$ cat config.mk
export PLATFORM = sky130hd
export DESIGN_NAME = pe_conv_sched_flat
export DESIGN_NICKNAME = d
export VERILOG_FILES = /design/src/rtl/pe_conv_sched_pkg.sv /design/src/rtl/pe_conv_sched_if.sv /design/src/rtl/pe_conv_sched_tag_pipe.sv /design/src/rtl/pe_conv_sched.sv /design/src/flat_wrapper.sv
export SDC_FILE = /design/constraint.sdc
export NUM_CORES = 1
export LEC_CHECK = 0
export CELL_PAD_IN_SITES_DETAIL_PLACEMENT = 2
export CELL_PAD_IN_SITES_GLOBAL_PLACEMENT = 2
export CORE_AREA = 8 8 113 115
export CTS_CLUSTER_SIZE = 16
export DETAILED_ROUTE_END_ITERATION = 16
export DIE_AREA = 0 0 121 123
export PLACE_DENSITY = 0.81
export SKIP_CTS_REPAIR_TIMING = 1
export SYNTH_ARGS = -nofsm -noshare
export SYNTH_HDL_FRONTEND = slang
export SYNTH_SLANG_ARGS = --single-unit
$ cat constraint.sdc
create_clock -name clk -period 6.4 [get_ports clk]
set_input_delay 0.96 -clock clk [delete_from_list [all_inputs] [get_ports clk]]
set_output_delay 0.96 -clock clk [all_outputs]
set_load 0.05 [all_outputs]
$ cat src/rtl/pe_conv_sched_pkg.sv
// pe_sched_pkg: shared types and constants for the 25-tap PE conv scheduler.
//   state_t - scheduler FSM states
//   tag_t   - per-issue tag carried alongside the PE pipeline
//   K, PE_LAT, MIN_GAP - kernel size, PE latency, minimum issue spacing
//                        between a psum write and its read-back
package pe_sched_pkg;
    localparam int K       = 5;
    localparam int PE_LAT  = 2;
    localparam int MIN_GAP = 3;

    typedef enum logic [2:0] {IDLE, ISSUE, GAP, DRAIN, DONE} state_t;

    typedef struct packed {
        logic       valid;
        logic [4:0] row;
        logic [4:0] col;
        logic       last;   // final channel: result is final, not partial
        logic       nz_ch;  // channel != 0: psum must come from the buffer
    } tag_t;

    // Output positions per channel, from (output size - 1).
    function automatic logic [9:0] pos_cnt(input logic [4:0] o_m1);
        logic [9:0] o;
        o = {5'd0, o_m1} + 10'd1;
        return o * o;
    endfunction
endpackage

$ cat src/rtl/pe_conv_sched_if.sv
// pe_conv_sched_if: scheduler <-> window buffer / PE / output buffer bus.
//   win_*   - window request (valid/ready handshake) and origin/channel
//   msb_ctrl, psum_sel, relu_en, quan_en - PE controls
//   wr_*    - output buffer write strobe, address and final flag
// master = scheduler, slave = buffers/PE side.
interface pe_conv_sched_if;
    logic       win_valid;
    logic       win_ready;
    logic [4:0] win_row;
    logic [4:0] win_col;
    logic [3:0] win_ch;
    logic       msb_ctrl;
    logic       psum_sel;
    logic       relu_en;
    logic       quan_en;
    logic       wr_valid;
    logic [4:0] wr_row;
    logic [4:0] wr_col;
    logic       wr_last;

    modport master (
        output win_valid, win_row, win_col, win_ch,
        output msb_ctrl, psum_sel, relu_en, quan_en,
        output wr_valid, wr_row, wr_col, wr_last,
        input  win_ready
    );
    modport slave (
        input  win_valid, win_row, win_col, win_ch,
        input  msb_ctrl, psum_sel, relu_en, quan_en,
        input  wr_valid, wr_row, wr_col, wr_last,
        output win_ready
    );
endinterface

$ cat src/rtl/pe_conv_sched_tag_pipe.sv
// pe_tag_pipe: DEPTH-deep shift register of issue tags, synchronous clear.
//   clk, rst - clock, synchronous active-high clear
//   tag_in   - tag of this cycle's handshake (all-zero for a bubble)
//   tag_s1   - tag one cycle after issue (PE sum stage)
//   tag_out  - tag DEPTH cycles after issue (PE output valid)
module pe_tag_pipe
    import pe_sched_pkg::*;
#(
    parameter int DEPTH = PE_LAT
) (
    input  logic clk,
    input  logic rst,
    input  tag_t tag_in,
    output tag_t tag_s1,
    output tag_t tag_out
);
    tag_t [DEPTH-1:0] pipe;

    always_ff @(posedge clk) begin
        if (rst) begin
            pipe <= '0;
        end else begin
            pipe[0] <= tag_in;
            for (int i = 1; i < DEPTH; i++) pipe[i] <= pipe[i-1];
        end
    end

    assign tag_s1  = pipe[0];
    assign tag_out = pipe[DEPTH-1];
endmodule

$ cat src/rtl/pe_conv_sched.sv
// pe_conv_sched: walks every output position and input channel of one conv
// layer, issues 5x5 window requests, and emits PE controls and output buffer
// write strobes aligned with the PE pipeline.
//   clk, rst        - clock, synchronous active-high reset
//   start           - layer start, sampled only in IDLE
//   cfg_in_w        - square input map size (5..32)
//   cfg_in_ch_m1    - input channels - 1
//   cfg_relu/quan/msb - layer options, latched at start
//   busy, done      - layer in progress / 1-cycle end pulse
//   pe              - window request, PE control and write bus (master)
module pe_conv_sched
    import pe_sched_pkg::*;
#(
    parameter int K      = pe_sched_pkg::K,
    parameter int PE_LAT = pe_sched_pkg::PE_LAT
) (
    input  logic                   clk,
    input  logic                   rst,
    input  logic                   start,
    input  logic [5:0]             cfg_in_w,
    input  logic [3:0]             cfg_in_ch_m1,
    input  logic                   cfg_relu,
    input  logic                   cfg_quan,
    input  logic                   cfg_msb,
    output logic                   busy,
    output logic                   done,
    pe_conv_sched_if.master        pe
);
    state_t     state, state_nxt;
    logic [4:0] o_m1, row, col;
    logic [3:0] ch_m1, ch;
    logic       relu_q, quan_q, msb_q;
    logic [1:0] gap_cnt;
    logic [3:0] drain_cnt;
    logic       cfg_ok, hs, last_pos, last_ch, need_gap;
    tag_t       tag_in, tag_s1, tag_s2;

    assign cfg_ok   = cfg_in_w >= 6'(K);
    assign hs       = (state == ISSUE) && pe.win_ready;
    assign last_pos = (row == o_m1) && (col == o_m1);
    assign last_ch  = (ch == ch_m1);
    // With fewer than MIN_GAP positions per channel, the next channel's first
    // psum read would reach the buffer before the previous write lands.
    assign need_gap = pos_cnt(o_m1) < 10'(MIN_GAP);

    always_ff @(posedge clk) begin
        if (rst) state <= IDLE;
        else     state <= state_nxt;
    end

    always_comb begin
        state_nxt = state;
        case (state)
            IDLE:    if (start) state_nxt = cfg_ok ? ISSUE : DONE;
            ISSUE:   if (hs && last_pos)
                         state_nxt = last_ch ? DRAIN : (need_gap ? GAP : ISSUE);
            GAP:     if (gap_cnt == 2'd0) state_nxt = ISSUE;
            DRAIN:   if (drain_cnt == 4'd0) state_nxt = DONE;
            DONE:    state_nxt = IDLE;
            default: state_nxt = IDLE;
        endcase
    end

    always_ff @(posedge clk) begin
        if (rst) begin
            o_m1 <= '0; ch_m1 <= '0; row <= '0; col <= '0; ch <= '0;
            relu_q <= 1'b0; quan_q <= 1'b0; msb_q <= 1'b0;
            gap_cnt <= '0; drain_cnt <= '0;
        end else begin
            if (state == IDLE && start) begin
                relu_q <= cfg_relu;
                quan_q <= cfg_quan;
                msb_q  <= cfg_msb;
                o_m1   <= 5'(cfg_in_w - 6'(K));
                ch_m1  <= cfg_in_ch_m1;
                row    <= '0;
                col    <= '0;
                ch     <= '0;
            end
            // col innermost, then row, then channel
            if (hs) begin
                if (col != o_m1) begin
                    col <= col + 5'd1;
                end else begin
                    col <= '0;
                    if (row != o_m1) begin
                        row <= row + 5'd1;
                    end else begin
                        row <= '0;
                        ch  <= ch + 4'd1;
                    end
                end
            end
            // gap_cnt holds the remaining GAP cycles minus one
            if (hs && last_pos && !last_ch && need_gap)
                gap_cnt <= 2'(10'(MIN_GAP - 1) - pos_cnt(o_m1));
            else if (state == GAP && gap_cnt != 2'd0)
                gap_cnt <= gap_cnt - 2'd1;
            if (hs && last_pos && last_ch)
                drain_cnt <= 4'(PE_LAT - 1);
            else if (state == DRAIN && drain_cnt != 4'd0)
                drain_cnt <= drain_cnt - 4'd1;
        end
    end

    // Stalled cycles push an all-zero tag so they never produce a write.
    always_comb begin
        tag_in = '0;
        if (hs) begin
            tag_in.valid = 1'b1;
            tag_in.row   = row;
            tag_in.col   = col;
            tag_in.last  = last_ch;
            tag_in.nz_ch = (ch != 4'd0);
        end
    end

    pe_tag_pipe #(.DEPTH(PE_LAT)) u_tag_pipe (
        .clk     (clk),
        .rst     (rst),
        .tag_in  (tag_in),
        .tag_s1  (tag_s1),
        .tag_out (tag_s2)
    );

    assign busy         = (state != IDLE);
    assign done         = (state == DONE);
    assign pe.win_valid = (state == ISSUE);
    assign pe.win_row   = pe.win_valid ? row : '0;
    assign pe.win_col   = pe.win_valid ? col : '0;
    assign pe.win_ch    = pe.win_valid ? ch  : '0;
    assign pe.msb_ctrl  = busy & msb_q;
    assign pe.psum_sel  = tag_s1.valid & tag_s1.nz_ch;
    assign pe.wr_valid  = tag_s2.valid;
    assign pe.wr_row    = tag_s2.row;
    assign pe.wr_col    = tag_s2.col;
    assign pe.wr_last   = tag_s2.valid & tag_s2.last;
    assign pe.relu_en   = tag_s2.valid & tag_s2.last & relu_q;
    assign pe.quan_en   = tag_s2.valid & tag_s2.last & quan_q;
endmodule
$ cat src/flat_wrapper.sv
// flat-port wrapper written by rule: the top's interface ports become plain ports
module pe_conv_sched_flat import pe_sched_pkg::*;
#(
    parameter int K      = pe_sched_pkg::K,
    parameter int PE_LAT = pe_sched_pkg::PE_LAT
)
  (clk, rst, start, cfg_in_w, cfg_in_ch_m1, cfg_relu, cfg_quan, cfg_msb, busy, done, pe_win_valid, pe_win_row, pe_win_col, pe_win_ch, pe_msb_ctrl, pe_psum_sel, pe_relu_en, pe_quan_en, pe_wr_valid, pe_wr_row, pe_wr_col, pe_wr_last, pe_win_ready);
  pe_conv_sched_if pe_i ();
  input  logic clk;
  input  logic rst;
  input  logic start;
  input  logic [5:0] cfg_in_w;
  input  logic [3:0] cfg_in_ch_m1;
  input  logic cfg_relu;
  input  logic cfg_quan;
  input  logic cfg_msb;
  output logic busy;
  output logic done;
  output wire logic [$bits(pe_i.win_valid)-1:0] pe_win_valid;
  output wire logic [$bits(pe_i.win_row)-1:0] pe_win_row;
  output wire logic [$bits(pe_i.win_col)-1:0] pe_win_col;
  output wire logic [$bits(pe_i.win_ch)-1:0] pe_win_ch;
  output wire logic [$bits(pe_i.msb_ctrl)-1:0] pe_msb_ctrl;
  output wire logic [$bits(pe_i.psum_sel)-1:0] pe_psum_sel;
  output wire logic [$bits(pe_i.relu_en)-1:0] pe_relu_en;
  output wire logic [$bits(pe_i.quan_en)-1:0] pe_quan_en;
  output wire logic [$bits(pe_i.wr_valid)-1:0] pe_wr_valid;
  output wire logic [$bits(pe_i.wr_row)-1:0] pe_wr_row;
  output wire logic [$bits(pe_i.wr_col)-1:0] pe_wr_col;
  output wire logic [$bits(pe_i.wr_last)-1:0] pe_wr_last;
  input wire logic [$bits(pe_i.win_ready)-1:0] pe_win_ready;
  assign pe_win_valid = pe_i.win_valid;
  assign pe_win_row = pe_i.win_row;
  assign pe_win_col = pe_i.win_col;
  assign pe_win_ch = pe_i.win_ch;
  assign pe_msb_ctrl = pe_i.msb_ctrl;
  assign pe_psum_sel = pe_i.psum_sel;
  assign pe_relu_en = pe_i.relu_en;
  assign pe_quan_en = pe_i.quan_en;
  assign pe_wr_valid = pe_i.wr_valid;
  assign pe_wr_row = pe_i.wr_row;
  assign pe_wr_col = pe_i.wr_col;
  assign pe_wr_last = pe_i.wr_last;
  assign pe_i.win_ready = pe_win_ready;
  pe_conv_sched #(.K(K), .PE_LAT(PE_LAT)) u_core (.clk(clk), .rst(rst), .start(start), .cfg_in_w(cfg_in_w), .cfg_in_ch_m1(cfg_in_ch_m1), .cfg_relu(cfg_relu), .cfg_quan(cfg_quan), .cfg_msb(cfg_msb), .busy(busy), .done(done), .pe(pe_i));
endmodule
-- Word level (Yosys, flattened, before mapping)
Cells that the tools add are included.
Widths: inputs -> output; s select.
- $add $sub $neg: 8
- multipliers: 1
- order comparisons: 2
- equality and inequality tests: 13
- mux-type cells: 27
- bitwise operators: 6
- reduce and logical (&&, ||, !) cells: 23
- operator list (operator ; count):
    $mux 5 ; 9
    $mux 4 ; 5
    $mux 3 ; 6
    $mux 13 ; 1
    $pmux 3 s4 ; 1
    $add 5x1->5 const B ; 2
    $eq 5x5->1 ; 2
    $lt 10x2->1 const B ; 1
    $mul 6x6->10 ; 1
    $ne 5x5->1 ; 2
    $logic_and 1x1->1 ; 9
    $reduce_bool 2->1 ; 4
    $reduce_bool 4->1 ; 2
    $add 5x1->6 const B ; 1
    $eq 3x2->1 const B ; 2
    $ge 6x3->1 const B ; 1
    $mux 2 ; 3
    $and 1x1->1 ; 5
    $sub 5x3->5 const B ; 1
    $add 4x1->4 const B ; 1
    $eq 4x4->1 ; 1
    $logic_not 4->1 ; 1
    $ne 2x1->1 const B ; 2
    $ne 2x2->1 const B ; 2
    other kinds (13) ; 15
- register bits after elaboration: 60
- input port bits: 17
- output and inout port bits: 33
- logic and storage cells: 101

-- Longest topological paths before layout
- depth after elaboration: 7
- mapped depth: 18
- gate-level depth less buffers: 17

-- Hierarchy
From an unflattened synthesis, not the netlist that was laid out.
- cell total of the unflattened synthesis: 422
- area, all modules: 3547.2 µm²
- modules (own cells, without submodules) (module ; instances ; cells each ; area each (µm²) ; sequential area each (µm²)):
    pe_conv_sched ; 1 ; 368 ; 2846.5 ; 700.7
    pe_tag_pipe ; 1 ; 54 ; 700.7 ; 520.5

-- Worst setup path after synthesis
OpenSTA, ideal clock, no wires.
- kind: flip-flop to flip-flop
- from: reg u_core.o_m1[0]
- to: reg u_core.gap_cnt[0]
- library setup time: 0.123 ns
- data arrival time: 4.630 ns
- required time: 6.277 ns
- setup slack: 1.647 ns
- cell stages (with the launch flop): 18
- buffers on the path: 1
- period minus slack after synthesis: 4.753 ns
- path through: dfxtp_1 buf_2 and2_1 nand2_1 xor2_1 nor2_1 fa_1 inv_1 fa_1 inv_1 fa_1 ha_1 and3b_1 o22ai_1 xnor2_1 or4_1 a21oi_2 mux2_1
- longest elaborated chain between the ends: 6
- elaborated cells on any way between the ends: 12
- classes of those cells: 2 x add/sub; 1 x mul; 1 x order compare; 2 x eq/ne; 1 x mux; 5 x reduce/logical
- ends and longest elaborated chain (item ; line ; RTL):
    from (decl) ; pe_conv_sched.sv:30 ; logic [4:0] o_m1, row, col;
    from (signal assigned) ; pe_conv_sched.sv:74 ; o_m1 <= 5'(cfg_in_w - 6'(K));
    branches (longest 6 deep; another with $mul 6x6->10) ; - ;
    to (signal assigned) ; pe_conv_sched.sv:96 ; gap_cnt <= 2'(10'(MIN_GAP - 1) - pos_cnt(o_m1));
    to (signal assigned) ; pe_conv_sched.sv:98 ; gap_cnt <= gap_cnt - 2'd1;
    to (decl) ; pe_conv_sched.sv:33 ; logic [1:0] gap_cnt;
Several ways; the timed one is not identified.
A chain may end at the register's enable or synchronous reset.

-- Worst setup path after layout
Same ends and word-level chain as after synthesis.

==> summary.txt <==
Pwr
  – Maximum VDD drop: 0.119 mV
  – Leakage power total: 1.75 nW
  – Pwr dens: 270 nW/µm²

Global route
  – GR peak layer: met2
  – Global routing met1 resource utilization: 0.151
  – Antenna violations before repair: 0
  – Pin count of the biggest net entering global routing: 50
  – Met2 Usage GRT: 0.270
  – First-pass GRT wire length: 16,800 µm
  – Global route overflow: 0
  – Met3 global-route usage: 0.0279
  – Gr usage total: 0.142
  – Number of global-route vias before repair: 3,324

Timing
  – Fin Clk Skew: 7.26 ps
  – Final hold vios: 0
  – RSZ-0062 raised after global routing: no
  – Final Max Slew Viols: 0
  – Peak Freq: 188 MHz
  – # setup viols final: 0
  – Final period util: 0.833
  – Worst Tran Pin Value: 665 ps
  – Final Critical Period: 5330 ps
  – Relative slew slack: 0.557
  – TNS Setup: 0 ps

Detailed routing
  – Wire per inst: 16.4 µm
  – Post-Route WL: 9860 µm
  – Starting DRT DRC Count: 122
  – Post-DRT Antenna Nets: 0
  – DRT Pass-1 Iters: 4
  – Via density: 4.94
  – DRC: 0
  – Vias: 2,973

Logic synthesis
  – Yosys reg bits: 60
  – Post-synth cell types: 50
  – Syn nets: 466
  – Yosys Warn Count: 0
  – Top FF cell, synth: dfxtp_1
  – Post-synthesis sequential area ratio: 0.340
  – EDFF count, synth: 0
  – Synth Instances: 422
  – Mapped Avg Cell Area: 8.37 µm²
  – Asr flop ratio synth: 0
  – Synth Cell Area: 3530 µm²

Hold path
  – Hold Crit Start: u_core.u_tag_pipe.tag_s1[3]
  – WHS Endpoint: u_core.u_tag_pipe.tag_out[3]
  – Hold Path Class: flop to flop
  – Hold depth: 1

Clock network
  – H-tree Lvls: 3
  – Clock root buffer: clkbuf_16
  – CTS tree: yes
  – Max clock buf depth: 2
  – Num CTS Buffers: 9
  – Clock-pin slew on the worst setup and hold paths: 50 ps
  – Worst skew pair latency: 330 ps
  – Num Clock Sinks: 60

Layout
  – Synthesis-to-finish area growth: 23.9%
  – Most frequent cells in the layout: dfxtp_1, clkdlybuf4s50_1, nor2_1
  – Final instance area: 4380 µm²
  – Layout cells sized above 1: 0.0479
  – Fillers: 1,219
  – Most common cell after layout, fill and taps aside: dfxtp_1
  – Non-Filler Instances: 602
  – Diodes inserted: 0
  – NumNets Final: 498

Critical path
  – Critical R2R Capture: u_core.gap_cnt[0]
  – R2R setup slack: 1070 ps
  – Startpoint Class: flop
  – Worst Reg2Reg Path Length in Cells: 16
  – CP Capture Type: flop
  – Setup CP Type: flop to flop
  – Critical Path Fanout Max: 12
  – Critical path required time: 6620 ps
  – WP data arrival: 5550 ps
  – R2R Path Start: u_core.o_m1[0]

Placement
  – PortBufs: 49
  – Cells after DPL: 586
  – Placed Area: 4050 µm²
  – Gpl congestion: 0.743
  – Post-detail-place hpwl: 7370 µm

Die
  – Row count: 39
  – Top Ports: 50
  – Core box area: 11,100 µm²
  – Height of the die: 123 µm
  – Starting Density: 0.319
  – Die width: 121 µm
  – Total die area: 14,900 µm²

Run status
  – Status: complete, no violations

Run
  – Max_cap viols: 0
worst max path at each step:
stage | end | start | cells after the start | slack, ps
3_5_place_dp | u_core.gap_cnt[0] | u_core.o_m1[0] | 16 | 1050
6_report | u_core.gap_cnt[0] | u_core.o_m1[0] | 16 | 1070
3_3_place_gp | u_core.gap_cnt[0] | u_core.o_m1[0] | 16 | 1330
2_1_floorplan | u_core.gap_cnt[0] | u_core.o_m1[0] | 17 | 1650
5_1_grt | u_core.gap_cnt[0] | u_core.o_m1[0] | 16 | 680
4_1_cts | u_core.gap_cnt[0] | u_core.o_m1[0] | 16 | 1010
cell type report:
type	instances	area (µm²)	area share
Clock buffer	13	280	0.0641
Clock inverter	3	42.5	0.00972
Inverter	28	105	0.0240
Multi-Input combinational cell	303	2050	0.470
Sequential cell	60	1200	0.275
Tap cell	143	179	0.0409
Timing Repair Buffer	52	513	0.117
power by group:
| group | internal, mW | leakage (nW) | total (mW) | switching, mW |
|---|---|---|---|---|
| sequential | 0.389 | 0.486 | 0.419 | 0.0301 |
| combinational | 0.0987 | 1.10 | 0.252 | 0.153 |
| clock | 0.343 | 0.158 | 0.510 | 0.167 |
routing by layer:
layer | routed length (µm) | share of wire | vias up
li1 | - | - | 1456
met1 | 4120 | 0.42 | 1455
met4 | 151 | 0.015 | 0
met2 | 5160 | 0.52 | 51
met5 | 0 | 0 | -
met3 | 429 | 0.043 | 11
synthesized netlist by cell type (all sizes together) (2+ instances only):
cell,n,area [µm²]
or4,3,22.5
nor3,8,45.0
a211o,2,17.5
inv,28,105
o21ai,14,70.1
nand2b,7,43.8
xor2,13,114
and3,4,25.0
mux2i,3,30.0
dfxtp,60,1200
nor4,4,25.0
nand4b,2,17.5
a22oi,2,15.0
ha,20,250
or3,5,31.3
nand3b,4,30.0
nor2,34,128
nor2b,18,113
and3b,3,26.3
fa,7,140
buf,16,114
a31oi,2,12.5
o21a,3,22.5
o22ai,2,12.5
nand3,9,45.0
nor3b,5,37.5
nand2,29,109
a21oi,34,174
clkbuf,15,56.3
a211oi,6,45.0
xnor2,14,123
and2,33,206
worst max-delay path: stages, from the launching register on:
cell and delay [ps]:
dfxtp_1 610, and2_1 300, nand2_1 150, xor2_1 460, nor2_1 120, fa_1 510
inv_1 70, fa_1 530, inv_1 50, fa_1 470, ha_1 350, xor2_1 170
nor4_1 220, o221ai_1 210, or4_1 450, a21oi_2 190, mux2_1 330
state kept, by name, indices dropped and copies added (netlist names):
| signal | flops |
|---|---|
| u_core.u_tag_pipe.tag_s1 | 13 |
| u_core.ch | 4 |
| u_core.gap_cnt | 2 |
| u_core.quan_q | 1 |
| u_core.msb_q | 1 |
| u_core.drain_cnt | 4 |
| u_core.relu_q | 1 |
| u_core.row | 5 |
| u_core.col | 5 |
| u_core.u_tag_pipe.tag_out | 12 |
| u_core.ch_m1 | 4 |
| u_core.state | 3 |
| u_core.o_m1 | 5 |
kinds of logic after synthesis:
group                      Yosys count  synth area share
buffers and inverters               59            0.0780
and+or+nand+nor                    172             0.271
DFF                                 60             0.340
adders and majority gates           27             0.111
AOI/OAI and AO/OA                   72             0.121
other                                1           0.00106
xor gates and xnor gates            27            0.0670
muxes                                4            0.0117
per-stage QoR:
step | hold WS, ps | power (mW) | setup WS (ps) | utilization
after detailed placement | 430 | 0.680 | 1050 | 0.366
after global placement | 419 | 0.665 | 1330 | 0.366
after floorplan | 414 | 0.598 | 1650 | -
after global routing | 458 | 1.25 | 676 | 0.395
after CTS | 442 | 1.20 | 1010 | 0.395
final | 436 | 1.18 | 1070 | 0.395
Note: power is estimated with default switching activity, not from simulation.
